==> config.mk <==
export PLATFORM = sky130hd
export DESIGN_NAME = ram8_32bit_multiplier
export DESIGN_NICKNAME = d
export VERILOG_FILES = /design/src/rtl/ram8_32bit_multiplier.sv
export SDC_FILE = /design/constraint.sdc
export NUM_CORES = 2
export LEC_CHECK = 0
export ABC_AREA = 1
export BUFFER_PORTS_ARGS = -buffer_cell sky130_fd_sc_hd__buf_2
export CAP_MARGIN = 20
export CORE_MARGIN = 2
export CORE_UTILIZATION = 45
export CTS_CLUSTER_DIAMETER = 100
export DETAILED_ROUTE_END_ITERATION = 6
export REMOVE_ABC_BUFFERS = 1
export SYNTH_ARGS = -nofsm -noshare
export SYNTH_HDL_FRONTEND = slang
export SYNTH_SLANG_ARGS = --single-unit
==> constraint.sdc <==
create_clock -name clk -period 47.1 [get_ports clk]
set_clock_uncertainty 0.05 [all_clocks]
set_input_delay 9.42 -clock clk [delete_from_list [all_inputs] [get_ports clk]]
set_output_delay 9.42 -clock clk [all_outputs]
set_load 0.02 [all_outputs]
==> src/rtl/ram8_32bit_multiplier.sv <==
// ram8_32bit_multiplier
//
// Storage-plus-arithmetic block for the expression memory chip.
//   * RAM8_32BIT : 8 words x 32 bits, single port, synchronous, with a
//                  registered read-data output. Reset clears every word.
//   * MULTIPLIER : purely combinational 32 x 32 unsigned multiplier built
//                  as a 32-row shift-and-add partial-product array.
// The two halves are not connected internally. The enclosing controller
// routes out0 to xm/ym and routes out back to in.
//
// Ports
//   clk      in   1   rising-edge clock for the RAM
//   rst      in   1   synchronous active-high reset (clears RAM and out0)
//   en       in   1   RAM enable; no RAM action when 0
//   rw       in   1   1 = write, 0 = read
//   address  in   3   word address 0..7
//   in       in  32   RAM write data
//   out0     out 32   registered RAM read data
//   xm       in  32   multiplier operand A
//   ym       in  32   multiplier operand B
//   out      out 32   low 32 bits of xm * ym
//   ovf      out  1   1 when bits [63:32] of the full product are nonzero
module ram8_32bit_multiplier (
  input  logic        clk,
  input  logic        rst,
  input  logic        en,
  input  logic        rw,
  input  logic [2:0]  address,
  input  logic [31:0] in,
  output logic [31:0] out0,
  input  logic [31:0] xm,
  input  logic [31:0] ym,
  output logic [31:0] out,
  output logic        ovf
);

  localparam int unsigned WORDS = 8;

  // ---------------------------------------------------------------------
  // RAM8_32BIT
  // ---------------------------------------------------------------------
  logic [31:0] mem_q  [0:WORDS-1];
  logic [31:0] mem_d  [0:WORDS-1];
  logic [31:0] out0_q;
  logic [31:0] out0_d;

  // Next-state for storage and read register: rst beats en, rw picks the op.
  always_comb begin
    for (int i = 0; i < WORDS; i++) begin
      mem_d[i] = mem_q[i];
    end
    out0_d = out0_q;
    if (rst) begin
      // A write presented together with reset is discarded.
      for (int i = 0; i < WORDS; i++) begin
        mem_d[i] = 32'h0000_0000;
      end
      out0_d = 32'h0000_0000;
    end else if (en) begin
      if (rw) begin
        // Write leaves out0 untouched.
        mem_d[address] = in;
      end else begin
        out0_d = mem_q[address];
      end
    end else begin
      // Idle: everything holds.
      out0_d = out0_q;
    end
  end

  // Storage and read-data registers.
  always_ff @(posedge clk) begin
    for (int i = 0; i < WORDS; i++) begin
      mem_q[i] <= mem_d[i];
    end
    out0_q <= out0_d;
  end

  assign out0 = out0_q;

  // ---------------------------------------------------------------------
  // MULTIPLIER
  // ---------------------------------------------------------------------
  // acc_s[k] holds the sum of the first k partial products; row k adds
  // xm shifted left by k when bit k of ym is set. acc_s[32] is the full
  // 64-bit product, which can never exceed 64 bits for 32 x 32 operands.
  logic [63:0] acc_s [0:32];

  assign acc_s[0] = 64'h0;

  for (genvar gi = 0; gi < 32; gi++) begin : g_row
    logic [63:0] row_s;
    assign row_s        = ym[gi] ? ({32'h0, xm} << gi) : 64'h0;
    assign acc_s[gi+1]  = acc_s[gi] + row_s;
  end

  assign out = acc_s[32][31:0];
  assign ovf = |acc_s[32][63:32];

endmodule

**Word-level counts from Yosys, hierarchy flattened**

Memories as Yosys holds them, arrays and structs flattened. A register that Yosys moved wholly into a read port is not among the register bits.
Cells that the tools add are included.
W data, S select, Z words.

- Memories kept: 1
- RAM bits: 256
- Flip-flop bits (word level): 0
- Output and inout bits: 65
- Logic and storage cells: 77
- Bits of input ports: 103

- Reduce and logical (&&, ||, !) cells: 3
- Bitwise gates (word level): 2
- Muxes and demuxes: 38
- Add/subtract/negate cells: 31
- $lt $le $gt $ge: 2

Memory list:

| memory | depth | bits a word | read ports | clocked after Yosys merged registers in | write ports | line | RTL |
|---|---|---|---|---|---|---|---|
| mem_q | 8 | 32 | 9 | 1 | 8 | 42 | `logic [31:0] mem_q [0:WORDS-1];` |

Operators by type and width:

| cell | number |
|---|---|
| $mux W256 | 3 |
| $add A64 B64 Y64 | 7 |
| $bwmux W256 | 1 |
| $demux W32 S3 | 1 |
| $add A64 B55 Y64 | 1 |
| $add A64 B56 Y64 | 1 |
| $mux W32 | 2 |
| $mux W63 | 1 |
| $mux W62 | 1 |
| $mux W61 | 1 |
| $mux W60 | 1 |
| $mux W59 | 1 |
| $mux W58 | 1 |
| $mux W57 | 1 |
| $mux W56 | 1 |
| $add A54 B54 Y55 | 1 |
| $mux W55 | 1 |
| $add A53 B53 Y54 | 1 |
| $mux W54 | 1 |
| $add A52 B52 Y53 | 1 |
| $mux W53 | 1 |
| $add A51 B51 Y52 | 1 |
| $mux W52 | 1 |
| $add A50 B50 Y51 | 1 |
| other kinds (43) | 43 |

**Logic depth before layout (Yosys ltp)**

- Word-level depth: 33
- Mapped depth: 51
- Gate-level depth less buffers: 50

**Worst setup path after synthesis**

No wires, ideal clock.

- Path kind: input port to output port
- Start point: input port xm[8]
- End point: output port ovf
- Cell stages on the path: 44
- Path slack: 19.031 ns
- Buffers on the path: 1
- Required time: 37.630 ns
- Arrival time: 18.599 ns
- Cell sequence: clkbuf_1 > nand2_1 > fa_1 > inv_1 > fa_1 > inv_1 > fa_1 > fa_1 > inv_1 > fa_1 > fa_1 > inv_1 > fa_1 > inv_1 > ha_1 > a21oi_1 > o21ai_0 > a21oi_1 > [... 8 more ...] > fa_1 > fa_1 > fa_1 > fa_1 > inv_1 > ha_1 > nand2_1 > nor2_1 > inv_1 > nor2_4 > nand3_1 > or2_1 > nand3_1 > nand2_1 > nor2_1 > nand2_1 > nor2_1 > nand2_1

- Word-level cells in the longest chain between the ends: 33
- Elaborated cells on any way between the ends: 64
- Those cells by class: add/sub: 31; mux: 32; reduce/logical: 1

RTL lines:

| element | line | RTL |
|---|---|---|
| from (decl) | 31 | `input logic [31:0] xm,` |
| $mux W32 or $mux W33 (tied branches) | 94 | `assign row_s = ym[gi] ? ({32'h0, xm} << gi) : 64'h0;` |
| $add A32 B33 Y34 | 95 | `assign acc_s[gi+1] = acc_s[gi] + row_s;` |
| $add A34 B34 Y35 | 95 |  |
| $add A35 B35 Y36 | 95 |  |
| $add A36 B36 Y37 | 95 |  |
| $add A37 B37 Y38 | 95 |  |
| $add A38 B38 Y39 | 95 |  |
| $add A39 B39 Y40 | 95 |  |
| [... 12 more ...] | n/a |  |
| $add A52 B52 Y53 | 95 |  |
| $add A53 B53 Y54 | 95 |  |
| $add A54 B54 Y55 | 95 |  |
| $add A64 B55 Y64 | 95 |  |
| $add A64 B56 Y64 | 95 |  |
| $add A64 B64 Y64 (6 in series) | 95 |  |
| $add A64 B64 Y64 * | 95 |  |
| $reduce_or A32 Y1 * | 99 | `assign ovf = \|acc_s[32][63:32];` |
| to (decl) | 34 | `output logic ovf` |

Mark *: on every way between the ends. The rest lies on a longest branch, timed or not.

**Worst setup path after layout**

- Start point: input port xm[11]
- End point: output port ovf

Same word-level chain as after synthesis.

==> flow_metrics.tcl <==
set metrics [dict create \
    status "finished, final reports clean" \
    die_w_microns 327 \
    grt_remaining_overflow 0 \
    numPortBuffers 167 \
    fillCellCount 10500 \
    routedWlPerCell_microns 17.4 \
    cts_resized 0 \
    root_buffer "clkbuf_16" \
    cts_buffers 30 \
    regArea_sq_mm 0.00577 \
    worstSetupPathType "primary input to output pin" \
    synthArstFlopShare_pct 0 \
    post_cts_buffers 0 \
    grt_use_total_pct 25.8 \
    cts_tree "built" \
    crit_slowest_cell "buf_2" \
    cts.clk_slew.worst_paths_ps 60 \
    core_area_sq_mm 0.104 \
    drc 0 \
    antenna_found_initial 9 \
    via_per_inst 5.04 \
    critical-path-max-stage-delay_ps 700 \
    cts_buffer_depth 3 \
    synth_mux_area_share_pct 0 \
    postRouteAntennaNets 0 \
    start_util_pct 45.4 \
    crit_arrival_ps 20850 \
    ys_types 46 \
    grt_pass1_wl_mm 222 \
    synth_top_family_by_area "adder cells" \
    drt_iter0_drc 2488 \
    synthAdderAreaFrac_pct 43.6 \
    setup_viol 0 \
    postCtsHoldBufs 0 \
    dpl.hpwl_mm 98.6 \
    slew_headroom_pct 31.3 \
    synth_seq_cells 288 \
    rows 118 \
    period_minus_slack_ps 30320 \
    drt-total-wl_mm 135 \
    rsz0062_at_grt "no" \
    firstDrtPassIters 5 \
    hold_viol 0 \
    cts_sinks 288 \
    required_ps 37630 \
    crit_family "adder cells" \
    multi_input_area_sq_mm 0.0334 \
    max_freq_mhz 33.0 \
    crit_path_end_kind "output pin" \
    synth_compound_area_share_pct 8.69 \
    clk_latency_ps 550 \
    synth_cells 6419 \
    tightest_slew_ps 1030 \
    cpMostUsedCell "fa_1" \
    ys_seq_area_share_pct 12.2 \
    synth-edff-count 0 \
    place.gp.congestion 0.920 \
    drv_cap 0 \
    grt_pass1_vias 40900 \
    syn_to_final_growth_pct 5.60 \
    boundaryPins 168 \
    syn_area_per_cell_sq_um 7.34 \
    num_vias 39000 \
    cp_max_fo 32 \
    die-area_sq_mm 0.107 \
    finalSetupTns_ps 0 \
    die_h_microns 327 \
    yosys.area_share.xor_xnor_pct 1.02 \
    grt_max_degree 117 \
    synth_flop_cell "dfxtp_1" \
    cp-start-kind "primary input" \
    maxSlewViolCount 0 \
    yosys.area_share.simple_pct 17.5 \
    drive_gt1_share_pct 4.55 \
    period_share_pct 64.4 \
    cts_max_level 1 \
    yosysWarnings 0 \
    finalNetCount 7551 \
    netlist_area_sq_mm 0.0471 \
    hold_path.class "register to register" \
    path_buf_inv 7 \
]
-- per-layer routing --
metal  vias up  GRT usage [%]  share of wire, %
li1      18400              -                 -
met4        14           4.67               1.8
met2      1066           45.5                49
met3       179           1.98               4.9
met5         -              0             0.062
met1     19400           35.0                44
-- worst min-delay path, cell delays in order (launching register included) --
cell and delay [ps]:
dfxtp_1 300, inv_1 60, a21oi_1 50
-- metrics by stage --
step | utilization, % | area [sq um] | hold WS (ps) | setup slack, ps | std cells
floorplan | - | 45900 | 382 | 19320 | 6105
global placement | 47.0 | 48700 | 389 | 16760 | 7681
detailed placement | 47.0 | 48700 | 395 | 16830 | 7681
CTS | 48.0 | 49700 | 404 | 16790 | 7736
global route | 48.0 | 49700 | 414 | 16150 | 7738
finish | 48.0 | 49700 | 404 | 16780 | 7738
-- placed cells by master (no fill, tap or decap), drive strengths merged --
| master | n |
|---|---|
| a211o | 9 |
| a21boi | 4 |
| a21o | 5 |
| a21oi | 273 |
| a22o | 14 |
| a31oi | 16 |
| and2 | 2 |
| and3 | 3 |
| buf | 196 |
| bufinv | 3 |
| clkbuf | 39 |
| clkinv | 13 |
| clkinvlp | 2 |
| dfxtp | 288 |
| diode | 2 |
| fa | 875 |
| ha | 240 |
| inv | 1800 |
| nand2 | 1451 |
| nand3 | 117 |
| nand3b | 20 |
| nand4 | 21 |
| nor2 | 464 |
| nor3 | 13 |
| nor3b | 2 |
| nor4 | 4 |
| o2111ai | 1 |
| o211ai | 32 |
| o21a | 5 |
| o21ai | 333 |
| o21bai | 20 |
| o221ai | 2 |
| o22ai | 32 |
| or2 | 2 |
| xnor2 | 15 |
| xor2 | 40 |
-- kinds of logic (layout without fill, tap and decap cells) --
kind of cell	Yosys count	after routing
xor gates and xnor gates	55	55
adders and majority gates	1115	1115
DFF	288	288
AOI/OAI and AO/OA	746	746
buffers and inverters	2116	2053
other	0	2
and+or+nand+nor	2099	2099
-- layout make-up --
| class | count | share of cell area [%] |
|---|---|---|
| multi-input combinational | 4015 | 67.1 |
| inverter | 1802 | 13.6 |
| sequential | 288 | 11.6 |
| tap | 1380 | 3.47 |
| timing repair buffer | 196 | 2.12 |
| clock buffer | 39 | 1.72 |
| clock inverter | 16 | 0.337 |
| antenna | 2 | 0.0101 |
-- cell usage after synthesis, drive strengths merged, types with 20 or more instances --
master     n  area [sq um]
nand3    117           591
a21oi    273          1390
o211ai    32           240
fa       875         17500
o22ai     32           200
ha       240          3000
inv     1802          6760
o21bai    20           154
clkbuf   298          1120
xor2      40           350
nand2   1451          5460
nand4     21           131
nand3b    20           150
nor2     464          1770
o21ai    333          1670
dfxtp    288          5770
-- worst paths after layout --
kind	endpoint	startpoint	slack [ps]	depth (start not counted)
setup / recovery	ovf	xm[11]	16780	40
setup reg to reg	out0[10]$_SDFFE_PP0P_	mem_q[3][10]$_SDFFE_PP0P_	45850	6
hold reg to reg	mem_q[5][10]$_SDFFE_PP0P_	mem_q[5][10]$_SDFFE_PP0P_	400	2
hold / removal	mem_q[5][10]$_SDFFE_PP0P_	mem_q[5][10]$_SDFFE_PP0P_	400	2
-- flip-flops by register name, indices dropped and copies added (netlist names) --
name and flops:
mem_q 256, out0 32
Power is not shown: default switching activity piles up to over one toggle a cycle in this logic, so the estimate is an artifact.
